File: config.mk
export PLATFORM = sky130hd
export DESIGN_NAME = fetch_stage
export DESIGN_NICKNAME = d
export VERILOG_FILES = /design/src/rtl/fetch_stage.sv
export SDC_FILE = /design/constraint.sdc
export NUM_CORES = 1
export LEC_CHECK = 0
export ABC_AREA = 1
export CAP_MARGIN = 20
export CORE_ASPECT_RATIO = 1.4
export CORE_MARGIN = 4
export CORE_UTILIZATION = 29
export DETAILED_ROUTE_END_ITERATION = 10
export DONT_BUFFER_PORTS = 1
export SYNTH_ARGS = -nofsm -noshare
export SYNTH_HDL_FRONTEND = slang
export SYNTH_SLANG_ARGS = --single-unit
File: constraint.sdc
create_clock -name clk -period 1.52 [get_ports clk]
set_clock_uncertainty 0.1 [all_clocks]
set_input_delay 0.304 -clock clk [delete_from_list [all_inputs] [get_ports clk]]
set_output_delay 0.304 -clock clk [all_outputs]
set_load 0.03 [all_outputs]
File: src/rtl/fetch_stage.sv
// Instruction fetch stage: PC, single-outstanding imem request, IF/ID register with hold buffer.
// Optional fetch timeout (sticky err, forced halt) is enabled by defining FETCH_TIMEOUT_EN.
module fetch_stage (
    input  logic        clk,
    input  logic        rst,
    input  logic        stall,
    input  logic        redirect,
    input  logic [15:0] redirect_pc,
    output logic        imem_req,
    output logic [15:0] imem_addr,
    input  logic        imem_valid,
    input  logic [15:0] imem_rdata,
    output logic [15:0] ifid_instr,
    output logic [15:0] ifid_pc_inc,
    output logic        ifid_valid,
    output logic [4:0]  opcode,
    output logic        halted,
    output logic        err
);

    // state   | meaning
    // FETCH   | request issued at pc this cycle
    // WAIT    | request outstanding, waiting for response
    // HOLD    | response captured in hold buffer while stalled
    // DRAIN   | redirected with request in flight, drop next response
    // HALTED  | halt word loaded, no requests until redirect
    typedef enum logic [2:0] {
        S_FETCH,
        S_WAIT,
        S_HOLD,
        S_DRAIN,
        S_HALTED
    } state_t;

    localparam logic [15:0] NOP = 16'h0800;

    state_t      state_q;
    logic [15:0] pc_q;
    logic [15:0] hold_q;
    logic [15:0] ifid_instr_q;
    logic [15:0] ifid_pc_inc_q;
    logic        ifid_valid_q;

    logic [15:0] pc_inc_d;
    logic [15:0] load_word_d;
    logic        load_en_d;
    logic        timeout_hit;

    assign pc_inc_d    = pc_q + 16'd2;
    assign load_word_d = (state_q == S_HOLD) ? hold_q : imem_rdata;
    assign load_en_d   = !stall && (((state_q == S_WAIT) && imem_valid) || (state_q == S_HOLD));

`ifdef FETCH_TIMEOUT_EN
    logic [3:0] cnt_q;
    logic       err_q;

    // counts consecutive cycles spent in WAIT/DRAIN; any other state clears it
    always_ff @(posedge clk) begin
        if (rst || !((state_q == S_WAIT) || (state_q == S_DRAIN))) begin
            cnt_q <= 4'd0;
        end else begin
            cnt_q <= cnt_q + 4'd1;
        end
    end

    assign timeout_hit = ((state_q == S_WAIT) || (state_q == S_DRAIN)) && (cnt_q == 4'd14)
                         && !redirect && !imem_valid;

    always_ff @(posedge clk) begin
        if (rst) begin
            err_q <= 1'b0;
        end else if (timeout_hit) begin
            err_q <= 1'b1;
        end
    end

    assign err = err_q;
`else
    assign timeout_hit = 1'b0;
    assign err         = 1'b0;
`endif

    always_ff @(posedge clk) begin
        if (rst) begin
            state_q       <= S_FETCH;
            pc_q          <= 16'h0000;
            hold_q        <= 16'h0000;
            ifid_instr_q  <= NOP;
            ifid_pc_inc_q <= 16'h0000;
            ifid_valid_q  <= 1'b0;
        end else if (redirect) begin
            pc_q         <= redirect_pc;
            hold_q       <= 16'h0000;
            ifid_instr_q <= NOP;
            ifid_valid_q <= 1'b0;
            if (((state_q == S_WAIT) && !imem_valid) || (state_q == S_DRAIN)) begin
                state_q <= S_DRAIN;
            end else begin
                state_q <= S_FETCH;
            end
        end else if (load_en_d) begin
            ifid_instr_q  <= load_word_d;
            ifid_pc_inc_q <= pc_inc_d;
            ifid_valid_q  <= 1'b1;
            pc_q          <= pc_inc_d;
            state_q       <= (load_word_d[15:11] == 5'b00000) ? S_HALTED : S_FETCH;
        end else begin
            case (state_q)
                S_FETCH: state_q <= S_WAIT;
                S_WAIT: begin
                    if (imem_valid) begin
                        hold_q  <= imem_rdata;
                        state_q <= S_HOLD;
                    end else if (timeout_hit) begin
                        state_q <= S_HALTED;
                    end
                end
                S_DRAIN: begin
                    if (imem_valid) begin
                        state_q <= S_FETCH;
                    end else if (timeout_hit) begin
                        state_q <= S_HALTED;
                    end
                end
                default: ;
            endcase
        end
    end

    assign imem_req    = (state_q == S_FETCH);
    assign imem_addr   = pc_q;
    assign ifid_instr  = ifid_instr_q;
    assign ifid_pc_inc = ifid_pc_inc_q;
    assign ifid_valid  = ifid_valid_q;
    assign opcode      = ifid_instr_q[15:11];
    assign halted      = (state_q == S_HALTED);

endmodule
==> results of run 1 <==
==> worst min-delay path by stage <==
stage | slack [ps] | depth (start not counted) | to
6_report | 20 | 2 | hold_q[1]
3_3_place_gp | 270 | 1 | imem_addr[1]
5_1_grt | 20 | 2 | hold_q[1]
3_5_place_dp | 270 | 1 | imem_addr[1]
4_1_cts | -70 | 1 | imem_addr[1]
2_1_floorplan | 320 | 2 | hold_q[6]
==> worst register-to-register path, delay by kind of cell (launching register included) <==
| family | cells | cell delay (ps) |
|---|---|---|
| compound gates | 1 | 110 |
| buf+inv | 3 | 410 |
| simple gates | 4 | 480 |
| flops | 1 | 360 |
==> layout by cell type, fill, tap and decap left out, drive strengths merged <==
master,n
xnor2,4
conb,1
dfxtp,68
buf,62
nand3b,2
a21oi,46
xor2,4
ha,1
inv,38
o21a,3
nand4,2
or2,1
a31oi,12
clkinvlp,1
a211oi,4
nand2,140
bufinv,3
nor2,39
nand3,35
o21ai,26
nor3,1
clkinv,2
clkbuf,12
==> repair_timing <==
action | in CTS | in global routing
buffers inserted | 8 | 6
endpoints found under the setup margin | 29 | 66
resized for setup | 22 | 55
endpoints found under the hold margin | 29 | 29
pin swaps | 4 | 4
cloned | 2 | 0
==> per-stage QoR <==
stage          area (sq um)  hold WS [ps]
5_1_grt                4320          16.9
3_5_place_dp           3640           272
2_1_floorplan          3230           325
6_report               4320          20.0
3_3_place_gp           3640           268
4_1_cts                4160         -70.0
==> cell families (layout without fill, tap and decap cells) <==
logic type	after synthesis	in the layout	synth area share [%]
buffers and inverters	68	118	10.2
AOI/OAI and AO/OA	91	91	15.5
xor gates and xnor gates	8	8	2.17
and+or+nand+nor	220	220	29.4
DFF	68	68	42.2
adders and majority gates	1	1	0.388
other	1	1	0.116
==> area by class of cell <==
cell class	count	area (sq um)
clock buffer	12	256
clock inverter	4	95.1
fill	1116	6550
inverter	40	164
multi-input combinational	321	1680
sequential	68	1380
tap	141	176
timing repair buffer	62	568
==> routing by layer <==
metal  vias up  track usage [%]  wire [um]
li1       1560                -          -
met1      1430             16.3       3900
met2       105             26.9       5110
met3        18             4.59        738
met4         0             5.23        202
met5         -                0          0
==> flip-flops by register name, indices dropped and copies added (netlist names) <==
name and count:
ifid_valid 1, ifid_instr 16, ifid_pc_inc 16, imem_addr 16, hold_q 16, state_q 3
==> power by group <==
group,total (W),internal (W),switching [W]
Combinational,0.000840,0.000335,0.000505
Clock,0.00243,0.00169,0.000745
Sequential,0.00197,0.00185,0.000117
Total,0.00524,0.00388,0.00137
==> results.toml, run 1 <==
[timing]
fin_crit_ps = 1530
finalCritPeriodShare_pct = 101
rsz0062_at_grt = "yes"
hold_violations = 0
clock.fmax_mhz = 653
fin_setup_tns_ps = -12.2
setup_viol = 1
slew_violations = 0
layout_setup_ws_ps = -12.2

[finish]
area_delta_synth_final_pct = 33.9
drive_gt1_share_pct = 25.8
n_antenna_cell = 0
fin_nets = 540
final_util_pct = 39.7
final_cells = 648

[clock_network]
cts-buffers-inserted = 9
numClockSinks = 68
htree_levels = 3
clockBufferDepth = 2
path_clk_slew_ps = 50
cts_tree = "done"
cts_root_buffer = "clkbuf_16"
insertion_delay_ps = 320

[floorplanning]
fp.dieH_um = 133
rows = 45
design.core.area_sq_um = 10900
ios = 94
dieArea_sq_um = 12900
initial_core_util_pct = 29.7
die_x_um = 97.1

[flow_run]
cap_violations = 0

[synthesis]
yosysTopAreaCell = "dfxtp_1"
async_flop_share_pct = 0
synth.avg_cell_area_sq_um = 7.06
ys_ff_latch = 68
yosysTopAreaCellShare_pct = 42.2
seq_area_frac_synth_pct = 42.2
yosysMostFrequentCell = "nand2_1"
synth_fp_nets = 495
ys.flop_type = "dfxtp_1"
yosys-top-cells-area = "dfxtp_1 (42%), nand2_1 (16%), a21oi_1 (7.0%)"
synth.distinct_cells = 32
syn_area_sq_um = 3220
syn_inst = 457
yosys_warnings = 0
synth_edf_count = 0
synth_common_cells = "nand2_1 (136), dfxtp_1 (68), a21oi_1 (45)"

[place]
io_buffers = 0
hpwl_um = 6990
pre_cts_ws_ps = -29.5
gp_congestion = 0.803
dp.cells = 618

[run_status]
violations = "setup timing"
status = "finished, violations left"

[routing]
routed_wl_um = 9950
vias_per_cell = 4.80
vias = 3113
dr.pass1.iters = 4
wl_per_cell_um = 15.4
ant_nets = 0
drt-initial-drc-count = 70
route.detailed.drc = 0

[global_route]
grt_max_degree = 32
antenna_found_initial = 0
grt_overflow_total = 0
grt_pass1_vias = 3048
gr-usage-all-layers_pct = 14.9
grt_pass1_wl_um = 15500

[critical_path]
cp.arrival_ps = 1130
critPathKind = "flip-flop to output pin"
crit_fanout = 3
path_delay_family = "flip-flops"
slowest_stage = "dfxtp_4"
crit_cells = 4
rrSetupSlack_ps = 10
end_kind = "output pin"
cp.required_ps = 1120
crit_end = "halted"
slowest_delay_ps = 370
path_buf_inv = 3
cp-startpoint = "state_q[2]"
reg2reg_to = "ifid_pc_inc[1]"
startpoint_type = "flip-flop"
reg2reg_from = "state_q[0]"
r2r_cells = 8
crit_chain = "inv_4, buf_8, nor3_4, buf_6"

[power]
p_leak_nw = 1.74
peakVddDrop_uv = 758
finalPower_w = 0.00524
powerDensity_nw_per_um2 = 1210

[worst_hold_path]
holdCritPathClass = "input port to flip-flop"
hold_path.startpoint = "imem_rdata[1]"
No activity file was read; power rests on OpenSTA's default activity.
==> run 2: changes to the inputs <==
--- a/config.mk
+++ b/config.mk
@@ -9,9 +9,11 @@
 export CAP_MARGIN = 20
 export CORE_ASPECT_RATIO = 1.4
 export CORE_MARGIN = 4
-export CORE_UTILIZATION = 29
+export CORE_UTILIZATION = 44
 export DETAILED_ROUTE_END_ITERATION = 10
 export DONT_BUFFER_PORTS = 1
+export MAX_ROUTING_LAYER = met4
+export REMOVE_ABC_BUFFERS = 1
 export SYNTH_ARGS = -nofsm -noshare
 export SYNTH_HDL_FRONTEND = slang
 export SYNTH_SLANG_ARGS = --single-unit
==> results.toml, run 2 (synthesis results as in run 1) <==
[run_status]
status = "finished, violations left"
violations = "setup timing"

[finish]
final_common_cell = "nand2_1"
area_delta_synth_final_pct = 40.2
final_cell_mix = "nand2_1 (120), dfxtp_1 (60), buf_4 (48), nand3_1 (30), a21oi_1 (30)"
drive_gt1_share_pct = 31.1
n_antenna_cell = 0
multi_input_area_sq_um = 1840
final_cells = 622
seqCellArea_sq_um = 1380
fin_nets = 560
n_fill_cell = 636

[floorplanning]
design.core.area_sq_um = 7030
dieArea_sq_um = 8780
ios = 94
initial_core_util_pct = 45.9
fp.dieH_um = 109
rows = 36
die_x_um = 80.4

[critical_path]
slowest_delay_ps = 380
cp.arrival_ps = 1180
crit_fanout = 3
startpoint_type = "flip-flop"
slowest_stage = "dfxtp_4"
critPathKind = "flip-flop to output pin"
cp.required_ps = 1120
end_kind = "output pin"
crit_chain = "inv_4, buf_8, nor3_4, buf_6"

[global_route]
grt_max_degree = 30
gr-usage-all-layers_pct = 22.5
grt_pass1_vias = 3138
antenna_found_initial = 0
grt_pass1_wl_um = 14800
grt_overflow_total = 0

[routing]
dr.pass1.iters = 4
vias = 3199
routed_wl_um = 9430
wl_met2_um = 4980
drt-initial-drc-count = 120
wl_per_cell_um = 15.2
wl_met3_um = 582
wl_met1_um = 3660
vias_per_cell = 5.14
top_layer_used = "met4"
ant_nets = 0
route.detailed.drc = 0

[timing]
fin_setup_tns_ps = -302
clock.fmax_mhz = 632
finalCritPeriodShare_pct = 104
hold_violations = 0
layout_setup_ws_ps = -63.0
fin_crit_ps = 1580
rsz0062_at_grt = "yes"
slew_violations = 0
setup_viol = 12

[power]
p_leak_nw = 1.91
peakVddDrop_uv = 672
powerDensity_nw_per_um2 = 1050

[clock_network]
cts_tree = "done"
cts-buffers-inserted = 9
numClockSinks = 68
insertion_delay_ps = 360
path_clk_slew_ps = 80
cts_root_buffer = "clkbuf_8"
clockBufferDepth = 2
htree_levels = 3

[place]
hpwl_um = 6230
dp.cells = 574
io_buffers = 0
gp_congestion = 0.875

[flow_run]
cap_violations = 0

[worst_hold_path]
holdCritPathClass = "input port to flip-flop"
## run 2: cell types whose count changed in the layout (fill, tap and decap cells not counted), sizes merged
cell,delta
clkinvlp,+1
buf,+2
dlygate4sd3,+17
clkbuf,-2
clkinv,+2
## run 2: worst max-delay path: cells and delay by family, from the launching register on
kind	cells	cell delay [ps]
DFF	1	380
and+or+nand+nor	1	120
buffers and inverters	3	320
## run 2: timing repair
item	in CTS	in global routing
endpoints found under the setup margin	19	44
hold endpoints to repair	50	0
hold buffers	17	0
gates cloned	0	1
buffers inserted	6	9
pin swaps	1	24
gates resized for setup	21	100
## run 2: per-stage QoR
stage	worst slack [ps]	power, W	hold slack [ps]	util (%)	area (sq um)
3_3_place_gp	-113	0.00269	278	50.9	3580
6_report	-63.0	0.00475	20.7	64.4	4520
3_5_place_dp	-134	0.00270	279	50.9	3580
4_1_cts	-80.7	0.00462	1.60	58.2	4090
2_1_floorplan	-184	0.00241	273	-	3050
5_1_grt	-154	0.00496	13.9	64.4	4520
## run 2: cell type report
cell class | instances | area share [%]
Clock buffer | 9 | 2.74
Clock inverter | 7 | 2.55
Inverter | 40 | 3.71
Multi-Input combinational cell | 321 | 40.6
Sequential cell | 68 | 30.4
Tap cell | 95 | 2.63
Timing Repair Buffer | 82 | 17.3
## run 2: final timing paths
path                        from            to  slack, ps  cells after the start
setup reg to reg      state_q[0]  imem_addr[9]        -60                      9
setup / recovery      state_q[2]        halted        -60                      4
hold reg to reg        hold_q[6]     hold_q[6]        350                      2
hold / removal    redirect_pc[8]  imem_addr[8]         20                      2
## run 2: power by group
| part | total (W) | switching [W] | internal (W) |
|---|---|---|---|
| registers | 0.00195 | 0.000103 | 0.00185 |
| clock network | 0.00181 | 0.000732 | 0.00108 |
| logic | 0.000982 | 0.000568 | 0.000414 |
| total | 0.00475 | 0.00140 | 0.00335 |
## run 2: layer usage
layer	track usage, %	up-vias
li1	-	1600
met1	23.4	1498
met2	39.5	81
met3	7.11	20
met4	8.57	0
met5	-	-
